--- config.mk ---
export PLATFORM = sky130hd
export DESIGN_NAME = dmem_access_ctrl
export DESIGN_NICKNAME = d
export VERILOG_FILES = /design/src/rtl/dmem_access_ctrl.sv
export SDC_FILE = /design/constraint.sdc
export NUM_CORES = 1
export LEC_CHECK = 0
export CAP_MARGIN = 20
export CELL_PAD_IN_SITES_DETAIL_PLACEMENT = 0
export CELL_PAD_IN_SITES_GLOBAL_PLACEMENT = 1
export CORE_AREA = 2 2 196 198
export CTS_CLUSTER_DIAMETER = 60
export DETAILED_ROUTE_END_ITERATION = 10
export DIE_AREA = 0 0 198 200
export GPL_TIMING_DRIVEN = 0
export PLACE_DENSITY = 0.81
export SYNTH_ARGS = -nofsm -noshare
export SYNTH_HDL_FRONTEND = slang
export SYNTH_SLANG_ARGS = --single-unit
--- constraint.sdc ---
create_clock -name clk -period 3.3 [get_ports clk]
set_clock_uncertainty 0.15 [all_clocks]
set_input_delay 0.495 -clock clk [delete_from_list [all_inputs] [get_ports clk]]
set_output_delay 0.495 -clock clk [all_outputs]
set_load 0.01 [all_outputs]
--- src/rtl/dmem_access_ctrl.sv ---
// Data-memory access controller: round-robin load/store arbiter with a cache
// lookup stage and a single in-flight transaction to the 10-cycle DataMemory.
module dmem_access_ctrl #(
  parameter int MEM_LATENCY = 10,
  parameter int TIMEOUT     = 16
) (
  input  logic        clk,
  input  logic        rstn,
  input  logic        ld_valid,
  output logic        ld_ready,
  input  logic [31:0] ld_pc,
  input  logic [31:0] ld_addr,
  input  logic [3:0]  ld_optype,
  input  logic        st_valid,
  output logic        st_ready,
  input  logic [31:0] st_pc,
  input  logic [31:0] st_addr,
  input  logic [3:0]  st_optype,
  input  logic [31:0] st_data,
  input  logic        flush,
  output logic        cache_lookup,
  output logic        cache_we,
  output logic [31:0] cache_addr,
  output logic [31:0] cache_wdata,
  input  logic        cache_hit,
  input  logic [31:0] cache_rdata,
  output logic        mem_read_en,
  output logic        mem_write_en,
  output logic        mem_cache_miss,
  output logic [31:0] mem_addr,
  output logic [3:0]  mem_optype,
  output logic [31:0] mem_wdata,
  output logic [31:0] mem_pc,
  input  logic        mem_data_valid,
  input  logic [31:0] mem_pc_ret,
  input  logic [31:0] mem_rdata,
  output logic        resp_valid,
  output logic [31:0] resp_pc,
  output logic [31:0] resp_data,
  output logic        resp_is_store,
  output logic        busy,
  output logic        timeout_err
);

  typedef enum logic [2:0] {IDLE, LOOKUP, MEM_ISSUE, MEM_WAIT, RESP} state_t;

  localparam int             CW       = $clog2(TIMEOUT + 1);
  localparam logic [CW-1:0]  LAT_LAST = CW'(MEM_LATENCY - 1);
  localparam logic [CW-1:0]  TO_LAST  = CW'(TIMEOUT - 1);
  localparam logic           GRANT_LD = 1'b0;
  localparam logic           GRANT_ST = 1'b1;

  state_t        state_q, state_d;
  logic          last_grant_q, last_grant_d;
  logic [31:0]   pc_q, pc_d;
  logic [31:0]   addr_q, addr_d;
  logic [3:0]    optype_q, optype_d;
  logic [31:0]   wdata_q, wdata_d;
  logic          is_store_q, is_store_d;
  logic          kill_q, kill_d;
  logic [31:0]   resp_data_q, resp_data_d;
  logic [CW-1:0] cnt_q, cnt_d;
  logic          timeout_err_q, timeout_err_d;
  logic          load_flush;

  always_ff @(posedge clk or negedge rstn) begin
    if (!rstn) begin
      state_q       <= IDLE;
      last_grant_q  <= GRANT_ST;
      pc_q          <= '0;
      addr_q        <= '0;
      optype_q      <= '0;
      wdata_q       <= '0;
      is_store_q    <= 1'b0;
      kill_q        <= 1'b0;
      resp_data_q   <= '0;
      cnt_q         <= '0;
      timeout_err_q <= 1'b0;
    end else begin
      state_q       <= state_d;
      last_grant_q  <= last_grant_d;
      pc_q          <= pc_d;
      addr_q        <= addr_d;
      optype_q      <= optype_d;
      wdata_q       <= wdata_d;
      is_store_q    <= is_store_d;
      kill_q        <= kill_d;
      resp_data_q   <= resp_data_d;
      cnt_q         <= cnt_d;
      timeout_err_q <= timeout_err_d;
    end
  end

  always_comb begin
    state_d        = state_q;
    last_grant_d   = last_grant_q;
    pc_d           = pc_q;
    addr_d         = addr_q;
    optype_d       = optype_q;
    wdata_d        = wdata_q;
    is_store_d     = is_store_q;
    kill_d         = kill_q;
    resp_data_d    = resp_data_q;
    cnt_d          = cnt_q;
    timeout_err_d  = timeout_err_q;
    ld_ready       = 1'b0;
    st_ready       = 1'b0;
    cache_lookup   = 1'b0;
    cache_we       = 1'b0;
    cache_addr     = '0;
    cache_wdata    = '0;
    mem_read_en    = 1'b0;
    mem_write_en   = 1'b0;
    mem_cache_miss = 1'b0;
    mem_addr       = '0;
    mem_optype     = '0;
    mem_wdata      = '0;
    mem_pc         = '0;
    resp_valid     = 1'b0;
    resp_pc        = '0;
    resp_data      = '0;
    resp_is_store  = 1'b0;
    load_flush     = flush && !is_store_q;

    case (state_q)
      IDLE: begin
        // On a tie the port that did not win last time gets the grant.
        ld_ready = ld_valid && (!st_valid || last_grant_q == GRANT_ST);
        st_ready = st_valid && (!ld_valid || last_grant_q == GRANT_LD);
        if (ld_ready) begin
          pc_d         = ld_pc;
          addr_d       = ld_addr;
          optype_d     = ld_optype;
          wdata_d      = '0;
          is_store_d   = 1'b0;
          last_grant_d = GRANT_LD;
          resp_data_d  = '0;
          state_d      = LOOKUP;
        end else if (st_ready) begin
          pc_d         = st_pc;
          addr_d       = st_addr;
          optype_d     = st_optype;
          wdata_d      = st_data;
          is_store_d   = 1'b1;
          last_grant_d = GRANT_ST;
          resp_data_d  = '0;
          state_d      = LOOKUP;
        end
      end
      LOOKUP: begin
        cache_lookup = 1'b1;
        cache_addr   = addr_q;
        if (is_store_q) begin
          cache_we    = 1'b1;
          cache_wdata = wdata_q;
          state_d     = MEM_ISSUE;
        end else if (cache_hit) begin
          resp_data_d = cache_rdata;
          state_d     = RESP;
        end else begin
          state_d = MEM_ISSUE;
        end
      end
      MEM_ISSUE: begin
        mem_read_en  = !is_store_q;
        mem_write_en = is_store_q;
        cnt_d        = '0;
        state_d      = MEM_WAIT;
      end
      MEM_WAIT: begin
        cnt_d = cnt_q + 1'b1;
        // Read data tagged with another PC belongs to nobody here; ignore it.
        if (!is_store_q && mem_data_valid && mem_pc_ret == pc_q) begin
          resp_data_d = mem_rdata;
          state_d     = RESP;
        end else if (is_store_q && cnt_q == LAT_LAST) begin
          state_d = RESP;
        end else if (cnt_q == TO_LAST) begin
          timeout_err_d = 1'b1;
          resp_data_d   = '0;
          state_d       = RESP;
        end
      end
      RESP: begin
        resp_valid    = !kill_q && !load_flush;
        resp_pc       = resp_valid ? pc_q : '0;
        resp_data     = resp_valid ? resp_data_q : '0;
        resp_is_store = resp_valid && is_store_q;
        kill_d        = 1'b0;
        state_d       = IDLE;
      end
      default: state_d = IDLE;
    endcase

    if (state_q == MEM_ISSUE || state_q == MEM_WAIT) begin
      mem_cache_miss = 1'b1;
      mem_addr       = addr_q;
      mem_optype     = optype_q;
      mem_wdata      = wdata_q;
      mem_pc         = pc_q;
    end

    // A squashed load keeps draining memory but its response is dropped.
    if (load_flush && state_q inside {LOOKUP, MEM_ISSUE, MEM_WAIT}) begin
      kill_d = 1'b1;
    end
  end

  assign busy        = (state_q != IDLE);
  assign timeout_err = timeout_err_q;

endmodule

; Word level (Yosys, flattened, before mapping)
; Index checks and enable logic that the tools add are counted.
[word_totals]
reg_bits = 144
inputBits = 271
wordCells = 106
[op_classes]
addsub = 1
n_eq_ne = 13
n_mux = 50
n_bitwise = 3
n_reduce_logical = 28
[ops]
columns = op, count
row1 = 32-bit 2-to-1 mux, 23
row2 = 32-bit one-hot mux with 3 select lines, 1
row3 = 32-bit equality test, 1
row4 = 3-bit 2-to-1 mux, 7
row5 = 1-bit 2-to-1 mux, 14
row6 = 4-bit 2-to-1 mux, 3
row7 = 3-bit one-hot mux with 4 select lines, 1
row8 = 5-bit by 4-bit equality test with 1-bit output (second input constant), 2
row9 = 5-bit one-hot mux with 2 select lines, 1
row10 = 1-bit logical AND, 9
row11 = 3-bit inequality test (second input constant), 3
row12 = 3-bit nonzero test, 3
row13 = 3-bit by 2-bit equality test with 1-bit output (second input constant), 2
row14 = 6-bit AND reduction, 1
row15 = 2-bit nonzero test, 3
row16 = 5-bit by 1-bit adder with 5-bit output (second input constant), 1
row17 = 1-bit logical NOT, 5
row18 = 2-bit inequality test (second input constant), 2
row19 = 4-bit inequality test (second input constant), 1
row20 = 2-bit AND reduction, 2
row21 = 4-bit AND reduction, 1
row22 = 3-bit by 1-bit equality test with 1-bit output (second input constant), 1
row23 = 3-bit equality test (second input constant), 1
row24 = 3-bit logical NOT, 1
row25 = 2 further kinds, 6

; Depth between registers and ports, before layout
; Gate-level depths: netlist of run 1.
[depth]
word_depth = 6
depth_mapped = 10
ltp_nobuf = 8

; Worst setup path after synthesis of run 1
; No wires, ideal clock.
[synth_path]
kind = input to register
startpoint = input mem_pc_ret[16]
endpoint = register resp_data_q[0]
setup_ns = 0.125
arrival_time_ns = 2.142
t_required_ns = 3.025
setup_slack_ns = 0.883
path_stages = 7
n_path_buf = 1
path_cell_list = xor2_1 > nor4_1 > nand3_1 > nor4_4 > a32o_4 > buf_12 > mux2_4
[synth_between]
elab_chain_cells = 4
elab_cells_between_ends = 7
cone_classes = eq/ne: 3 / mux: 2 / reduce/logical: 2
[synth_lines]
columns = element, line_no
row1 = "start, declared", 35  ; input logic [31:0] mem_pc_ret,
row2 = 32-bit equality test *, 173  ; if (!is_store_q && mem_data_valid && mem_pc_ret == pc_q) begin
row3 = 1-bit logical AND *, 173
row4 = 3-bit inequality test (no line) or 32-bit 2-to-1 mux (tied branches), n/a
row5 = 6-bit AND reduction (no line) or 32-bit one-hot mux with 3 select lines (tied branches), n/a
row6 = "end signal, assigned", 88  ; resp_data_q <= resp_data_d;
row7 = "end, declared", 61  ; logic [31:0] resp_data_q, resp_data_d;
; Every way passes the cells marked *; elsewhere a longest branch is shown, timed or not.
; A chain may end at the register's enable or synchronous reset.

; Worst setup path in the final report of run 1
[layout_path]
startpoint = register state_q[1]
endpoint = output resp_pc[2]
[layout_between]
elab_chain_cells = 2
[layout_lines]
columns = element, line_no
row1 = "start, declared", 53  ; state_t state_q, state_d;
row2 = "start signal, assigned", 80  ; state_q <= state_d;
row3 = 3-bit equality test, 125  ; case (state_q)
row4 = 32-bit 2-to-1 mux, 125
row5 = "end, declared", 38  ; output logic [31:0] resp_pc,
; No other way between the ends.

==> results.txt, run 1 <==
min cycle time layout: 3.194 ns
Die X: 198 um
PwrDens: 721.0 nW/um^2
Max VDD drop: 0.0003823 V
Critical Path RT: 2.65 ns
CP most frequent cell: clkbuf_8
final hold viol count: 9
post-layout instance count excluding filler cells: 1,992
clk buf depth: 2
commonest cells after routing, fill and taps aside: 482 x clkdlybuf4s50_1, 192 x and2_1, 142 x dfrtp_1, 107 x nand2_1, 105 x o21ai_0
EDFF count, synth: 0
post-layout util: 0.4097
Fin Hold WS: -0.02851 ns
R2R depth: 7
commonest non-fill, non-tap cell in the layout: clkdlybuf4s50_1
first-pass GRT wire length: 56,000 um
GRT Util Overall: 0.1904
origin of the critical flop-to-flop path: pc_q[1]$_DFFE_PN0P_
# setup viols final: 0
Die ar.: 39,600 sq um
CP Launch Type: register
die height: 200 um
slew margin rel.: 0.4146
asr flop ratio synth: 1.000
fillers: 3,681
Clock Pin Slew Worst Setup and Hold Paths: 0.07 ns
CTS tree: done
layout cells sized above 1: 0.08716
Hold Crit Class: in2async
R2R setup slack: 0.34 ns
DPL Wire Length: 31,160 um
# DRC: 0
top_reg_cell synth: dfrtp_1
Max-Cap Viols: 0
Worst-Skew Late Latency: 0.43 ns
worst r2r dst: resp_data_q[10]$_DFFE_PN0P_
Slew @ Worst Pin: 0.8782 ns
Mapped Cells: 933
NumNets Final: 1,742
final worst path period share: 0.9678
DR iter-0 viols: 316
Slowest-stage cell, CP: clkdlybuf4s50_1
root buffer cell: clkbuf_16
sequential area share after synthesis: 0.4147
library cells used by synthesis: 55
area of the multi-input gates: 4631 sq um
design area: 15,320 sq um
hold_buf cts: 0
placed insts: 1,956
Crit path largest cell delay: 0.54 ns
Post-Syn Nets: 1,207
Via Count: 8,733
synthesis-stage register bit count: 144
Routed wire per std cell: 19.43 um
vias per cell: 4.384
H-tree depth: 4
Routability Congestion: 0.8609
failing checks: hold timing
vias in the first global route: 9,034
CP Cell Sequence: clkbuf_8 -> or2_4 -> nor4_4 -> clkbuf_8 -> clkbuf_8 -> and2_1 -> clkdlybuf4s50_1
WL final: 38,700 um
CP max FO: 10
Setup CP Type: reg2out
Row Count: 71
critical path arrival: 2.55 ns
Initial Utilization: 0.2324
Final Max Slew Viols: 0
clk sinks: 144
post-route antenna net violation count: 0
area grow syn2layout: 76.24%
FF+latch area: 3606 sq um
Placeable Area: 37,400 sq um
LEAKAGE: 6.994 nW
largest net degree at the start of global routing: 88
syn_area_per_cell: 9.318 sq um
Worst setup EP type: primary output
port bufs: 509
# IOs: 510
Num CTS Buffers: 17
total power: 11.05 mW
1st-pass router iterations: 4
Yosys warnings: 0
status: finished, violations left
Max Fclk: 313.1 MHz
Synth Cell Area: 8693 sq um
initial antenna violation count: 1
Placed Instance Area: 14,480 sq um
grt total ovfl: 0
==> per-layer routing <==
metal / share of wire / track usage / wire length [um]
met5: 0 / 0 / 0
met4: 0.020 / 0.05792 / 789
met3: 0.061 / 0.04755 / 2342
met2: 0.50 / 0.3322 / 19240
met1: 0.42 / 0.2315 / 16330
==> worst max path at each step <==
stage / start / endpoint / cells after the start
final: state_q[1]$_DFFE_PN0P_ / resp_pc[2] / 7
after global routing: state_q[1]$_DFFE_PN0P_ / resp_pc[31] / 7
after CTS: state_q[1]$_DFFE_PN0P_ / resp_data[20] / 7
after detailed placement: state_q[0]$_DFFE_PN0P_ / cache_addr[19] / 7
after global placement: rstn / addr_q[7]$_DFFE_PN0P_ / 1
after floorplan: mem_pc_ret[16] / resp_data_q[0]$_DFFE_PN0P_ / 7
==> where the power goes <==
group	total [mW]	internal, mW	switching, mW
clock network	2.19	1.34	0.852
logic	5.70	2.87	2.83
registers	3.15	2.51	0.641
total	11.0	6.73	4.32
==> cell usage after synthesis, types with 4 or more instances <==
master | n | share of area
nand4_1 | 6 | 0.0043
mux2_4 | 30 | 0.052
nor4_1 | 5 | 0.0036
xnor2_1 | 12 | 0.012
nor3_1 | 4 | 0.0023
and3_1 | 33 | 0.024
nand2_1 | 107 | 0.046
clkbuf_1 | 56 | 0.024
nor2_1 | 15 | 0.0065
and2_1 | 192 | 0.14
mux2i_1 | 70 | 0.081
o21ai_0 | 105 | 0.060
dfrtp_1 | 143 | 0.41
buf_1 | 4 | 0.0017
a22o_1 | 34 | 0.034
xor2_1 | 12 | 0.012
buf_2 | 4 | 0.0023
inv_1 | 44 | 0.019
==> logic make-up (layout without fill, tap and decap cells) <==
group | Yosys count | count (layout) | synth area share
simple gates | 387 | 387 | 0.2491
other cells | 0 | 1 | 0
flops | 144 | 144 | 0.4147
buf+inv | 114 | 661 | 0.05714
compound gates | 159 | 159 | 0.1156
xor+xnor | 24 | 24 | 0.02418
fa+ha+maj | 3 | 3 | 0.004318
mux | 102 | 102 | 0.1350
==> timing repair <==
action	in CTS	in global routing
resized for setup	72	34
endpoints found under the setup margin	319	154
buffers inserted	3	1
pin swaps	2	0
==> flip-flops by register name, summed over array words and instances, names as in the netlist <==
name / cells
addr_q: 32
cnt_q: 5
is_store_q: 1
kill_q: 1
last_grant_q: 1
optype_q: 4
pc_q: 32
resp_data_q: 32
state_q: 3
timeout_err: 1
wdata_q: 32
==> through the flow <==
step                 TNS (ns)  setup slack, ns
floorplan                   0           0.8828
global placement      -840.48           -4.658
detailed placement    -158.70           -1.086
CTS                         0         0.001367
global route        -0.004533        -0.002138
finish                      0           0.1063
==> critical path: cells and delay by family (launching register included) <==
family	cells	cell delay, ns
AND/OR/NAND/NOR	3	0.63
flip-flops	1	0.37
buffers and inverters	4	1.12
==> area by class of cell <==
cell class / count / share of cell area
antenna: 1 / 0.0001633
buffer: 70 / 0.03046
sequential: 144 / 0.2354
tap: 511 / 0.04173
inverter: 44 / 0.01078
clock buffer: 17 / 0.02777
multi-input combinational: 675 / 0.3022
timing repair buffer: 516 / 0.3374
clock inverter: 14 / 0.01405
(Power assumes the default switching activity.)
==> run 2, diff against run 1 <==
--- a/config.mk
+++ b/config.mk
@@ -5,6 +5,7 @@
 export SDC_FILE = /design/constraint.sdc
 export NUM_CORES = 1
 export LEC_CHECK = 0
+export ABC_CLOCK_PERIOD_IN_PS = 3300
 export CAP_MARGIN = 20
 export CELL_PAD_IN_SITES_DETAIL_PLACEMENT = 0
 export CELL_PAD_IN_SITES_GLOBAL_PLACEMENT = 1
==> results of run 2 <==
The final DEF is identical to that of run 1; final timing and power are the same.
==> run 3, diff against run 2 <==
--- a/config.mk
+++ b/config.mk
@@ -6,15 +6,16 @@
 export NUM_CORES = 1
 export LEC_CHECK = 0
 export ABC_CLOCK_PERIOD_IN_PS = 3300
-export CAP_MARGIN = 20
 export CELL_PAD_IN_SITES_DETAIL_PLACEMENT = 0
 export CELL_PAD_IN_SITES_GLOBAL_PLACEMENT = 1
-export CORE_AREA = 2 2 196 198
+export CORE_ASPECT_RATIO = 1.4
+export CORE_MARGIN = 10
+export CORE_UTILIZATION = 25
 export CTS_CLUSTER_DIAMETER = 60
 export DETAILED_ROUTE_END_ITERATION = 10
-export DIE_AREA = 0 0 198 200
 export GPL_TIMING_DRIVEN = 0
-export PLACE_DENSITY = 0.81
+export HOLD_SLACK_MARGIN = 0.1
+export PLACE_DENSITY = 0.86
 export SYNTH_ARGS = -nofsm -noshare
 export SYNTH_HDL_FRONTEND = slang
 export SYNTH_SLANG_ARGS = --single-unit
==> run 3 against run 2 <==
The run now ends clean. Hold slack gained 0.35 ns. Sequential share of layout area is 0.12 points higher. Critical path depth unchanged. Final area is 0.52% lower. Clock power down 7%. Sequential cell count did not move. Sequential power grew 2%. Register-to-register slack is essentially flat. Combinational power increased by 1%. First-iteration DRC count is 8.5% higher. Clock-buffer cell count increased by 3. Critical path type unchanged. Critical endpoint unchanged. Largest cell class unchanged.
==> results.txt, run 3 (synthesized netlist as in run 1, its figures left out) <==
R2R setup slack: 0.35 ns (about the same)
min cycle time layout: 3.170 ns (-0.02350 ns)
Max VDD drop: 0.0003309 V (-13%)
Worst-Skew Late Latency: 0.44 ns (about the same)
Hold Crit Class: reg2reg
vias per cell: 4.577 (+4.4%)
post-route antenna net violation count: 0 (unchanged)
PwrDens: 722.5 nW/um^2 (+0.21%)
Initial Utilization: 0.2539 (+0.02150)
Worst setup EP type: primary output
Critical Path RT: 2.65 ns (about the same)
final worst path period share: 0.9607 (-0.007122)
commonest non-fill, non-tap cell in the layout: clkdlybuf4s50_1
fillers: 3,394 (-7.8%)
pre-CTS setup slack: -1.046 ns (+0.04079 ns)
NumNets Final: 1,743 (+0.057%)
total internal power: 6.624 mW (-1.5%)
final hold viol count: 0 (-9)
CP max FO: 10 (unchanged)
first-pass GRT wire length: 63,140 um (+13%)
CP Launch Type: register
Setup CP Type: reg2out
Placeable Area: 34,230 sq um (-8.5%)
Die ar.: 42,740 sq um (+7.9%)
post-layout instance count excluding filler cells: 1,931 (-3.1%)
H-tree depth: 4 (unchanged)
Row Count: 80 (+13%)
initial antenna violation count: 1 (unchanged)
LEAKAGE: 7.053 nW (+0.84%)
Clock Pin Slew Worst Setup and Hold Paths: 0.06 ns (about the same)
Slew @ Worst Pin: 1.048 ns (+0.1700 ns)
Die X: 177.6 um (-10%)
slew margin rel.: 0.3012 (-0.1134)
1st-pass router iterations: 4 (unchanged)
worst r2r dst: resp_data_q[27]$_DFFE_PN0P_
largest net degree at the start of global routing: 91 (+3.4%)
vias in the first global route: 9,741 (+7.8%)
GRT Util Overall: 0.1968 (+0.006476)
Num CTS Buffers: 17 (unchanged)
Worst Hold End: timeout_err$_DFFE_PN0P_
Final Max Slew Viols: 0 (unchanged)
die height: 240.6 um (+20%)
clk sinks: 144 (unchanged)
final setup margin: 0.1298 ns (+0.02350 ns)
Comb pwr share: 0.524 (+0.008)
DR iter-0 viols: 343 (+8.5%)
Hold Path Origin: timeout_err$_DFFE_PN0P_
Max Fclk: 315.4 MHz (+0.74%)
# setup viols final: 0 (unchanged)
grt total ovfl: 0 (unchanged)
Via Count: 8,839 (+1.2%)
part of the power in registers: 0.291 (+0.006)
clk buf depth: 2 (unchanged)
NetSw: 4.388 mW (+1.6%)
layout cells sized above 1: 0.08716 (unchanged)
# DRC: 0 (unchanged)
CTS tree: done
origin of the critical flop-to-flop path: pc_q[1]$_DFFE_PN0P_
# IOs: 510 (unchanged)
ant diodes: 0 (-1)
critical path arrival: 2.53 ns (-0.02 ns)
Clk pwr share: 0.184 (-0.015)
Routed wire per std cell: 22.30 um (+15%)
WL final: 43,060 um (+11%)
placed insts: 1,894 (-3.2%)
total power: 11.01 mW (-0.31%)
R2R depth: 7 (unchanged)
DPL Wire Length: 34,950 um (+12%)
Sw Ratio: 0.3985 (+0.007325)
worst hold stages: 1
commonest cells after routing, fill and taps aside: 491 x clkdlybuf4s50_1, 192 x and2_1, 142 x dfrtp_1, 107 x nand2_1, 105 x o21ai_0
Routability Congestion: 0.8721 (+1.3%)
root buffer cell: clkbuf_16
area grow syn2layout: 75.32%
setup TNS: 0 ns (unchanged)
port bufs: 509 (unchanged)
status: complete, no violations
Max-Cap Viols: 0 (unchanged)
## run 3: cell count changes in the layout (fill, tap and decap cells not counted), sizes merged, moves of 2 or more
| cell | previous run | this run |
|---|---|---|
| clkbuf | 68 | 72 |
| dlymetal6s2s | 6 | 15 |
| dlygate4sd2 | 20 | 2 |
| clkdlybuf4s50 | 482 | 491 |
| bufinv | 5 | 3 |
| clkinv | 6 | 4 |
## run 3: how the worst max path moves through the flow
| stage | slack, ns | to | cells after the start | start |
|---|---|---|---|---|
| 3_3_place_gp | -4.69 | resp_data_q[26]$_DFFE_PN0P_ | 1 | rstn |
| 4_1_cts | -0.03 | st_ready | 6 | state_q[2]$_DFFE_PN0P_ |
| 6_report | 0.13 | resp_pc[2] | 7 | state_q[1]$_DFFE_PN0P_ |
| 2_1_floorplan | 0.88 | resp_data_q[0]$_DFFE_PN0P_ | 7 | mem_pc_ret[16] |
| 5_1_grt | -0.0006 | resp_data[9] | 7 | state_q[1]$_DFFE_PN0P_ |
| 3_5_place_dp | -1.05 | cache_addr[12] | 6 | state_q[0]$_DFFE_PN0P_ |
## run 3: critical path: stages, from the launching register on
cell and delay (ns):
dfrtp_1 0.36, clkbuf_8 0.16, or2_4 0.28, nor4_4 0.16, clkbuf_8 0.22, clkbuf_4 0.20
and2_1 0.13, clkdlybuf4s50_1 0.57
## run 3: final cells by class
| cell class | count | area [sq um] | share of cell area |
|---|---|---|---|
| Tap cell | 451 | 564.3 | 0.03702 |
| Multi-Input combinational cell | 675 | 4629 | 0.3038 |
| Clock inverter | 10 | 136.4 | 0.008948 |
| Sequential cell | 144 | 3606 | 0.2366 |
| Timing Repair Buffer | 517 | 5218 | 0.3423 |
| Buffer | 70 | 452.9 | 0.02972 |
| Inverter | 44 | 167.7 | 0.01100 |
| Clock buffer | 20 | 466.7 | 0.03062 |
## run 3: through the flow
stage	cell area (sq um)	hold WS (ns)	utilization
2_1_floorplan	8693	0.04941	-
3_3_place_gp	14350	0.3052	0.4193
3_5_place_dp	14380	0.3178	0.4201
4_1_cts	15150	0.3304	0.4426
5_1_grt	15240	0.3411	0.4452
6_report	15240	0.3240	0.4452
## run 3: timing repair
item / 4_1_cts / 5_1_grt
hold buffers: 1 / 0
setup endpoints to repair: 271 / 157
resized for setup: 55 / 41
setup buffers: 4 / 2
pin swaps: 1 / 1
endpoints found under the hold margin: 54 / 0
cloned: 0 / 0
## run 3: power by group through the flow
stage,clock (mW),sequential [mW],combinational [mW]
2_1_floorplan,0,2.91,2.97
3_3_place_gp,0,3.19,5.60
3_5_place_dp,0,3.22,5.67
4_1_cts,2.09,3.20,5.84
5_1_grt,2.15,3.32,6.32
6_report,2.03,3.21,5.77
## run 3: layer usage
| layer | wire length [um] | up-vias | GRT usage |
|---|---|---|---|
| li1 | - | 4195 | - |
| met1 | 16610 | 4209 | 0.2163 |
| met2 | 22030 | 374 | 0.3477 |
| met3 | 3128 | 61 | 0.06194 |
| met4 | 1292 | 0 | 0.07241 |
| met5 | 0 | - | 0 |
